**src/rtl/muldiv_unit_pkg.sv**
```systemverilog
// Shared CPU constants: FSM state encoding, operation encoding and the
// small arithmetic helpers used by the multiply/divide unit.
package muldiv_unit_pkg;

  typedef enum logic [1:0] {
    ST_IDLE = 2'd0,
    ST_MULT = 2'd1,
    ST_DIV  = 2'd2,
    ST_DONE = 2'd3
  } md_state_e;

  localparam logic OP_MULT = 1'b0;
  localparam logic OP_DIV  = 1'b1;

  // Both algorithms retire one bit per cycle over a 32-bit operand.
  localparam logic [5:0] ITER_COUNT = 6'd32;

  // Magnitude of a two's complement word; 0x80000000 maps onto itself,
  // which reads correctly as the unsigned value 2^31.
  function automatic logic [31:0] abs32(input logic [31:0] x);
    logic [31:0] r;
    if (x[31]) begin
      r = 32'd0 - x;
    end else begin
      r = x;
    end
    return r;
  endfunction

  // Conditional two's complement negate, used for the divide sign fix-up.
  function automatic logic [31:0] neg_if(input logic [31:0] x, input logic neg);
    logic [31:0] r;
    if (neg) begin
      r = 32'd0 - x;
    end else begin
      r = x;
    end
    return r;
  endfunction

endpackage

```
**src/rtl/muldiv_unit_div_step.sv**
```systemverilog
// One restoring-division iteration on unsigned magnitudes: shift the next
// dividend bit into the partial remainder, try the subtract, keep it only
// if it does not go negative, and shift the resulting quotient bit in.
module muldiv_unit_div_step (
  input  logic [31:0] rem_in,
  input  logic [31:0] quo_in,
  input  logic [31:0] divisor,
  output logic [31:0] rem_out,
  output logic [31:0] quo_out
);

  logic [32:0] shifted_s;
  logic [32:0] trial_s;
  logic        qbit_s;

  // Trial subtract and restore decision for a single quotient bit.
  always_comb begin
    shifted_s = {rem_in, quo_in[31]};
    trial_s   = shifted_s - {1'b0, divisor};
    if (!trial_s[32]) begin
      rem_out = trial_s[31:0];
      qbit_s  = 1'b1;
    end else begin
      rem_out = shifted_s[31:0];
      qbit_s  = 1'b0;
    end
    quo_out = {quo_in[30:0], qbit_s};
  end

endmodule

```
**src/rtl/muldiv_unit.sv**
```systemverilog
// Iterative signed 32x32 multiply (radix-2 Booth) and signed 32/32
// restoring divide sharing one working register set. Results land in
// hi/lo only on a completed operation; a reset mid-operation discards it.
module muldiv_unit (
  input  logic        clk,
  input  logic        reset,
  input  logic        start,
  input  logic        op,
  input  logic [31:0] a,
  input  logic [31:0] b,
  output logic        busy,
  output logic        done,
  output logic        div_zero,
  output logic [31:0] hi,
  output logic [31:0] lo
);
  import muldiv_unit_pkg::*;

  md_state_e   state_r;
  md_state_e   state_nxt_s;
  logic [5:0]  cnt_r;
  logic [5:0]  cnt_inc_s;
  logic        last_iter_s;
  logic        op_r;
  logic [31:0] a_r;
  logic [31:0] b_r;
  logic        div_by_zero_s;

  // Working set: acc_r is the Booth accumulator (33 bits so that
  // subtracting -2^31 cannot overflow) or the division remainder,
  // work_r is the multiplier or the dividend/quotient shift register.
  logic [32:0] acc_r;
  logic [31:0] work_r;
  logic        q1_r;

  logic [32:0] m_ext_s;
  logic [32:0] booth_sum_s;
  logic [32:0] booth_acc_s;
  logic [31:0] booth_work_s;
  logic        booth_q1_s;

  logic [31:0] divisor_mag_s;
  logic [31:0] div_rem_s;
  logic [31:0] div_quo_s;
  logic [31:0] quo_signed_s;
  logic [31:0] rem_signed_s;

  logic [31:0] hi_r;
  logic [31:0] lo_r;
  logic        busy_r;
  logic        done_r;
  logic        div_zero_r;
  logic        busy_nxt_s;
  logic        done_nxt_s;
  logic        div_zero_nxt_s;

  assign cnt_inc_s     = cnt_r + 6'd1;
  assign last_iter_s   = (cnt_inc_s == ITER_COUNT);
  assign div_by_zero_s = (b_r == 32'd0);
  assign divisor_mag_s = abs32(b_r);
  assign m_ext_s       = {a_r[31], a_r};

  muldiv_unit_div_step u_div_step (
    .rem_in  (acc_r[31:0]),
    .quo_in  (work_r),
    .divisor (divisor_mag_s),
    .rem_out (div_rem_s),
    .quo_out (div_quo_s)
  );

  // Quotient is negative when operand signs differ; remainder follows the dividend.
  always_comb begin
    quo_signed_s = neg_if(div_quo_s, a_r[31] ^ b_r[31]);
    rem_signed_s = neg_if(div_rem_s, a_r[31]);
  end

  // Booth step: add/subtract the multiplicand by {Q0, Q-1}, then arithmetic shift right.
  always_comb begin
    booth_sum_s = acc_r;
    case ({work_r[0], q1_r})
      2'b01:   booth_sum_s = acc_r + m_ext_s;
      2'b10:   booth_sum_s = acc_r - m_ext_s;
      default: booth_sum_s = acc_r;
    endcase
    {booth_acc_s, booth_work_s, booth_q1_s} = {booth_sum_s[32], booth_sum_s, work_r};
  end

  // FSM state register.
  always_ff @(posedge clk or negedge reset) begin
    if (!reset) begin
      state_r <= ST_IDLE;
    end else begin
      state_r <= state_nxt_s;
    end
  end

  // FSM next-state logic.
  always_comb begin
    state_nxt_s = state_r;
    case (state_r)
      ST_IDLE: begin
        if (start) begin
          state_nxt_s = (op == OP_DIV) ? ST_DIV : ST_MULT;
        end else begin
          state_nxt_s = ST_IDLE;
        end
      end
      ST_MULT: begin
        if (last_iter_s) begin
          state_nxt_s = ST_DONE;
        end else begin
          state_nxt_s = ST_MULT;
        end
      end
      ST_DIV: begin
        if (div_by_zero_s || last_iter_s) begin
          state_nxt_s = ST_DONE;
        end else begin
          state_nxt_s = ST_DIV;
        end
      end
      ST_DONE: state_nxt_s = ST_IDLE;
      default: state_nxt_s = ST_IDLE;
    endcase
  end

  // FSM output decode, evaluated on the next state so the flags can be registered.
  always_comb begin
    busy_nxt_s     = (state_nxt_s == ST_MULT) || (state_nxt_s == ST_DIV);
    done_nxt_s     = (state_nxt_s == ST_DONE);
    div_zero_nxt_s = (state_r == ST_DIV) && (op_r == OP_DIV) && div_by_zero_s;
  end

  // Registered status flags.
  always_ff @(posedge clk or negedge reset) begin
    if (!reset) begin
      busy_r     <= 1'b0;
      done_r     <= 1'b0;
      div_zero_r <= 1'b0;
    end else begin
      busy_r     <= busy_nxt_s;
      done_r     <= done_nxt_s;
      div_zero_r <= div_zero_nxt_s;
    end
  end

  // Operand capture, iteration datapath and result write-back.
  always_ff @(posedge clk or negedge reset) begin
    if (!reset) begin
      cnt_r  <= 6'd0;
      op_r   <= 1'b0;
      a_r    <= 32'd0;
      b_r    <= 32'd0;
      acc_r  <= 33'd0;
      work_r <= 32'd0;
      q1_r   <= 1'b0;
      hi_r   <= 32'd0;
      lo_r   <= 32'd0;
    end else begin
      case (state_r)
        ST_IDLE: begin
          if (start) begin
            op_r   <= op;
            a_r    <= a;
            b_r    <= b;
            cnt_r  <= 6'd0;
            acc_r  <= 33'd0;
            q1_r   <= 1'b0;
            work_r <= (op == OP_DIV) ? abs32(a) : b;
          end
        end
        ST_MULT: begin
          acc_r  <= booth_acc_s;
          work_r <= booth_work_s;
          q1_r   <= booth_q1_s;
          cnt_r  <= cnt_inc_s;
          if (last_iter_s) begin
            hi_r <= booth_acc_s[31:0];
            lo_r <= booth_work_s;
          end
        end
        ST_DIV: begin
          if (!div_by_zero_s) begin
            acc_r  <= {1'b0, div_rem_s};
            work_r <= div_quo_s;
            cnt_r  <= cnt_inc_s;
            if (last_iter_s) begin
              hi_r <= rem_signed_s;
              lo_r <= quo_signed_s;
            end
          end
        end
        default: begin
          cnt_r <= cnt_r;
        end
      endcase
    end
  end

  assign busy     = busy_r;
  assign done     = done_r;
  assign div_zero = div_zero_r;
  assign hi       = hi_r;
  assign lo       = lo_r;

endmodule

```
**config.mk**
```make
export PLATFORM = sky130hd
export DESIGN_NAME = muldiv_unit
export DESIGN_NICKNAME = d
export VERILOG_FILES = /design/src/rtl/muldiv_unit_pkg.sv /design/src/rtl/muldiv_unit_div_step.sv /design/src/rtl/muldiv_unit.sv
export SDC_FILE = /design/constraint.sdc
export NUM_CORES = 1
export LEC_CHECK = 0
export BUFFER_PORTS_ARGS = -buffer_cell sky130_fd_sc_hd__buf_2
export CORE_UTILIZATION = 60
export CTS_BUF_LIST = sky130_fd_sc_hd__clkbuf_8 sky130_fd_sc_hd__clkbuf_16
export DETAILED_ROUTE_END_ITERATION = 8
export GPL_TIMING_DRIVEN = 0
export HOLD_SLACK_MARGIN = 0.05
export PLACE_DENSITY = 0.92
export REMOVE_ABC_BUFFERS = 1
export SKIP_CTS_REPAIR_TIMING = 1
export SLEW_MARGIN = 20
export SYNTH_ARGS = -nofsm -noshare
export SYNTH_HDL_FRONTEND = slang
export SYNTH_SLANG_ARGS = --single-unit
```
**constraint.sdc**
```tcl
create_clock -name clk -period 11.27 [get_ports clk]
set_input_delay 1.127 -clock clk [delete_from_list [all_inputs] [get_ports clk]]
set_output_delay 1.127 -clock clk [all_outputs]
set_load 0.02 [all_outputs]
```
# Word-level counts from Yosys, hierarchy flattened
# Cells that the tools add are included.
# W data, S select, Z words.
[op_classes]
n_addsub = 8
reduce_logical = 13
n_bitwise = 1
eq_ne = 13
muxes = 32
[op_table]
columns = ["op", "count"]
rows = [
  ["$mux W32", 14],
  ["$pmux W32 S2", 2],
  ["$sub A1 B32 Y32 const A", 4],
  ["$pmux W33 S3", 1],
  ["$pmux W32 S3", 1],
  ["$mux W33", 2],
  ["$pmux W33 S2", 1],
  ["$add A33 B33 Y33", 1],
  ["$sub A33 B32 Y33", 1],
  ["$sub A33 B33 Y33", 1],
  ["$logic_not A32 Y1", 1],
  ["$pmux W6 S3", 1],
  ["$mux W6", 2],
  ["$eq A2 B2 Y1 const B", 5],
  ["$ne A2 B2 Y1 const B", 4],
  ["$pmux W2 S4", 1],
  ["$add A6 B1 Y6 const B", 1],
  ["$eq A2 B1 Y1 const B", 3],
  ["$eq A6 B6 Y1 const B", 1],
  ["$mux W2", 3],
  ["$reduce_and A2 Y1", 2],
  ["$reduce_and A4 Y1", 1],
  ["$reduce_bool A2 Y1", 2],
  ["$mux W1", 3],
  ["7 further kinds", 9],
]
[word_totals]
regBits = 206
in_bits = 68
wordCells = 80

# Longest topological paths before layout
[logic_depth]
depth_word = 9
ltp_mapped = 32
mapped_depth_nobuf = 29

# By module
# From an unflattened synthesis, not the netlist that was laid out.
[unflattened]
cells_unflattened = 2137
hier_area_um2 = 17668.2
[modules_own_cells]
columns = ["mod", "n_inst", "area_each_um2", "cells_per_inst", "seq_area_each_um2"]
rows = [
  ["muldiv_unit", 1, 15069.5, 1800, 5154.9],
  ["muldiv_unit_div_step", 1, 2598.7, 337, 0.0],
]

# Least setup slack after synthesis
# No wires, ideal clock.
[synth_path]
kind = "register -> register"
from = "register b_r[3]"
to = "register lo_r[30], in the netlist lo[30]"
t_arrival_ps = 7507
setup_slack_ps = 3634
stages_incl_launch_ff = 31
synth_period_minus_slack_ps = 7636
setup_time_ps = 129
path_buffers = 3
path_cell_list = "dfrtp_1 -> or3_1 -> or3_1 -> or3_1 -> or4_1 -> or3_1 -> o31ai_1 -> xor2_1 -> ha_1 -> clkbuf_1 -> a21oi_1 -> o21bai_1 -> a21oi_1 -> a221oi_1 -> a211o_1 -> nor3_2 -> nor2_4 -> inv_2 -> buf_1 -> buf_1 -> ha_1 -> nand2b_1 -> or3_1 -> nor2b_1 -> nand2_1 -> or3_1 -> o31ai_1 -> o21ai_1 -> xor2_1 -> mux2i_1 -> o21ai_1"
[synth_between]
elab_chain_cells = 9
word_cells_on_any_way = 12
[synth_rtl]
columns = ["item", "line_no", "rtl"]
rows = [
  ["start, declared", "muldiv_unit.sv:26", "logic [31:0] b_r;"],
  ["start signal, assigned", "muldiv_unit.sv:153", "b_r <= 32'd0;"],
  ["start signal, assigned", "muldiv_unit.sv:165", "b_r <= b;"],
  ["$sub A1 B32 Y32", "muldiv_unit_pkg.sv:23", "r = 32'd0 - x;"],
  ["$mux W32", "muldiv_unit_pkg.sv:22", "if (x[31]) begin"],
  ["$sub A33 B32 Y33", "muldiv_unit_div_step.sv:19", "trial_s = shifted_s - {1'b0, divisor};"],
  ["$mux W1", "muldiv_unit_div_step.sv:20", "if (!trial_s[32]) begin"],
  ["$sub A1 B32 Y32", "muldiv_unit_pkg.sv:34", "r = 32'd0 - x;"],
  ["$mux W32", "muldiv_unit_pkg.sv:33", "if (neg) begin"],
  ["$mux W32", "muldiv_unit.sv:187", "if (last_iter_s) begin"],
  ["$mux W32", "muldiv_unit.sv:183", "if (!div_by_zero_s) begin"],
  ["$pmux W32 S2", "muldiv_unit.sv:160", "case (state_r)"],
  ["end signal, assigned", "muldiv_unit.sv:179", "lo_r <= booth_work_s;"],
  ["end signal, assigned", "muldiv_unit.sv:189", "lo_r <= quo_signed_s;"],
  ["end, declared", "muldiv_unit.sv:49", "logic [31:0] lo_r;"],
]
# Several ways; a longest one is shown, not always the timed one. The select of a mux whose other input is x is not followed.
# A chain may end at the register's enable or synchronous reset.

# Worst setup path after layout
# Same ends and word-level chain as after synthesis.

==> impl_summary.log <==
INFO  metric power_density = 309 nW/µm²
INFO  metric holdCritPathClass = input port to asynchronous set/reset pin
INFO  metric clock.fmax = 110 MHz
INFO  metric gpl.final_weighted_congestion = 0.985
INFO  metric avgSynthCellArea = 8.21 µm²
INFO  metric wire_per_inst = 21.3 µm
INFO  metric timing.setup.critical_path_class = flop to flop
INFO  metric worstReg2RegEnd = lo[30]
INFO  metric hpwl = 39000 µm
INFO  metric maximum_number_of_pins_on_one_net_before_global_route_repair = 103
INFO  metric cp_common_cell = or3_1
INFO  metric drv_slew = 0
INFO  metric detail_route.drc_violations = 0
INFO  metric viasPerCell = 6.65
INFO  metric num_io_pins = 135
INFO  metric irDropWorstVdd = 0.000220 V
INFO  metric highest_layer = met4
INFO  metric cap_violations = 0
INFO  metric firstDrtPassIters = 5
INFO  metric core_area = 28000 µm²
INFO  metric clock_sink_count = 206
INFO  metric synthCells = 2094
INFO  metric yosysWarnings = 0
INFO  metric commonest_cells_post_synth = 249 x nand2_1, 206 x dfrtp_1, 190 x o21ai_0
INFO  metric skew = 16.9 ps
INFO  metric final_core_utilization = 67.6%
INFO  metric power_leakage = 8.34 nW
INFO  metric wl_met1 = 21300 µm
INFO  metric synth_flop_cell = dfrtp_1
INFO  metric cts_root_buf = clkbuf_16
INFO  metric layout_min_cycle_time = 9060 ps
INFO  metric tritoncts = built
INFO  metric route.met3.wl = 5010 µm
INFO  metric p_total = 5.85 mW
INFO  metric dr.first_iter.drc_count = 2184
INFO  metric cts-root-to-sink-buffers = 3
INFO  metric detailroute.via_count = 16800
INFO  metric synth_seq_area_share = 30.0%
INFO  metric tritoncts.num_buffers = 23
INFO  metric final_antenna_net_count = 0
INFO  metric grt_first_pass_wirelength = 83200 µm
INFO  metric finish.cell_count_without_fillers = 2522
INFO  metric syn_area = 17200 µm²
INFO  metric placed_area = 18000 µm²
INFO  metric critical_path.startpoint_type = flop
INFO  metric die_height = 171 µm
INFO  metric critical_path.max_fanout = 37
INFO  metric finalNetCount = 2272
INFO  metric detailroute.wirelength.met2 = 24500 µm
INFO  metric synth.ff_latch_count = 206
INFO  metric synth.most_common_cell = nand2_1
INFO  metric cell_row_count = 61
INFO  metric fin_area = 18900 µm²
INFO  metric setup_tns_final = 0 ps
INFO  metric drive_above_1_share = 14.6%
INFO  metric hold_fails_final_rpt = 0
INFO  metric start_util = 61.4%
INFO  metric status = finished clean
INFO  metric design.die.area = 29300 µm²
INFO  metric port-buffer-count = 134
INFO  metric drt_wl_total = 53600 µm
INFO  metric worst_ep_arrival_time = 9500 ps
INFO  metric dp.cells = 2478
INFO  metric layout-area-overhead-vs-synth = 10.2%
INFO  metric synth_top_area_cell = dfrtp_1
INFO  metric htreeDepth = 1
INFO  metric synthTopCellsByArea = dfrtp_1 30%, mux2_2 5.7%, ha_1 5.5%, o21ai_0 5.5%, nand2_1 5.4%
INFO  metric grt_antenna_before_repair = 0
INFO  metric path_clk_slew = 70 ps
INFO  metric rsz0062_at_grt = no
INFO  metric count_of_flip_flops_with_a_built_in_enable_after_synthesis = 0
INFO  metric grt_pass1_vias = 15600
INFO  metric relSlewSlack = 23.5%
INFO  metric r2r.worst_path.cells = 27
INFO  metric worst_path_largest_cell_delay = 730 ps
INFO  metric critPathSlowestCell = inv_2
INFO  metric synth_async_sr_flop_share = 100%
INFO  metric grt.total_usage = 36.4%
INFO  metric cp.required = 11700 ps
INFO  metric rrSetupSlack = 2210 ps
INFO  metric reg2reg_from = b_r[3]
INFO  metric final_global_route_overflow_total = 0
INFO  metric critPathCaptureType = flop
INFO  metric worst-slew-pin-transition = 1140 ps
INFO  metric timing.final.setup_violations = 0
INFO  metric synth.top_cell.area_share = 30.0%
INFO  metric yosys.cell_types.count = 84
INFO  metric clock_latency_at_the_later_pin_of_the_worst_skew_pair = 550 ps
INFO  metric final.period_utilization = 80.4%
INFO  metric die_width = 171 µm
==> through the flow <==
| step | setup WS [ps] | hold slack, ps |
|---|---|---|
| 2_1_floorplan | 3700 | 438 |
| 3_3_place_gp | 1590 | 453 |
| 3_5_place_dp | 2330 | 458 |
| 4_1_cts | 2270 | 417 |
| 5_1_grt | 1830 | 428 |
| 6_report | 2210 | 412 |
==> final cells by class <==
class,count,area (µm²)
fillers,2243,9060
repair buffers,142,873
flip-flops and latches,206,5160
clock inverters,14,260
well taps,378,473
inverters,45,169
multi-input cells,1708,11400
clock buffers,28,644
diodes,1,2.50
==> placed cells by master, fill, tap and decap left out, types with 19 or more instances in the layout <==
cell	Yosys	layout
ha_1	76	72
dfrtp_1	206	204
o31ai_1	34	34
mux2i_1	42	42
a21oi_1	155	155
a22oi_1	37	37
inv_1	44	46
nor3_1	44	44
a21o_1	32	32
xor2_1	98	97
o21ai_0	190	190
xnor2_1	77	77
or3_1	34	33
clkbuf_16	0	23
nor4_1	24	23
nor2_1	164	164
mux2_2	87	87
buf_2	30	132
nand2_1	249	248
nand3_1	32	30
and3_1	19	19
o221ai_1	27	27
o21ai_1	30	30
o21a_1	25	25
==> registers in the layout, indices dropped and copies added (netlist names) <==
signal	count
a_r	32
acc_r	33
b_r	32
busy	1
cnt_r	6
div_zero	1
done	1
hi	32
lo	32
op_r	1
q1_r	1
state_r	2
work_r	32
==> critical path: cells and delay by family, from the launching register on <==
family,cells,cell delay (ps)
compound gates,8,2330
xor+xnor,2,320
fa+ha+maj,2,730
buf+inv,1,730
flops,1,430
mux,1,170
simple gates,13,4240
==> cells by family after synthesis <==
logic type | count (synthesis) | synth area share [%]
and+or+nand+nor | 666 | 18.5
AOI/OAI and AO/OA | 660 | 24.4
DFF | 206 | 30.0
buffers and inverters | 180 | 4.37
xor gates and xnor gates | 175 | 8.91
muxes | 129 | 8.14
adders and majority gates | 78 | 5.76
==> per-layer routing <==
layer	global-route usage, %	vias up
met2	58.3	938
li1	-	7693
met4	17.8	0
met3	5.59	172
met1	47.9	7976
met5	0	-
==> worst max-delay path by stage <==
stage	to	cells after the start	slack, ps	from
6_report	lo[30]	27	2210	b_r[3]
5_1_grt	lo[30]	27	1830	b_r[3]
4_1_cts	lo[30]	27	2270	b_r[3]
3_5_place_dp	lo[30]	27	2330	b_r[3]
3_3_place_gp	lo[9]	7	1590	state_r[0]
2_1_floorplan	lo[30]	28	3700	b_r[3]
==> power breakdown <==
part	total [mW]	switching, mW	internal, mW
Combinational	3.65	2.21	1.44
Sequential	1.29	0.364	0.929
Clock	0.904	0.336	0.568
Total	5.85	2.91	2.94
(Power assumes the default switching activity.)
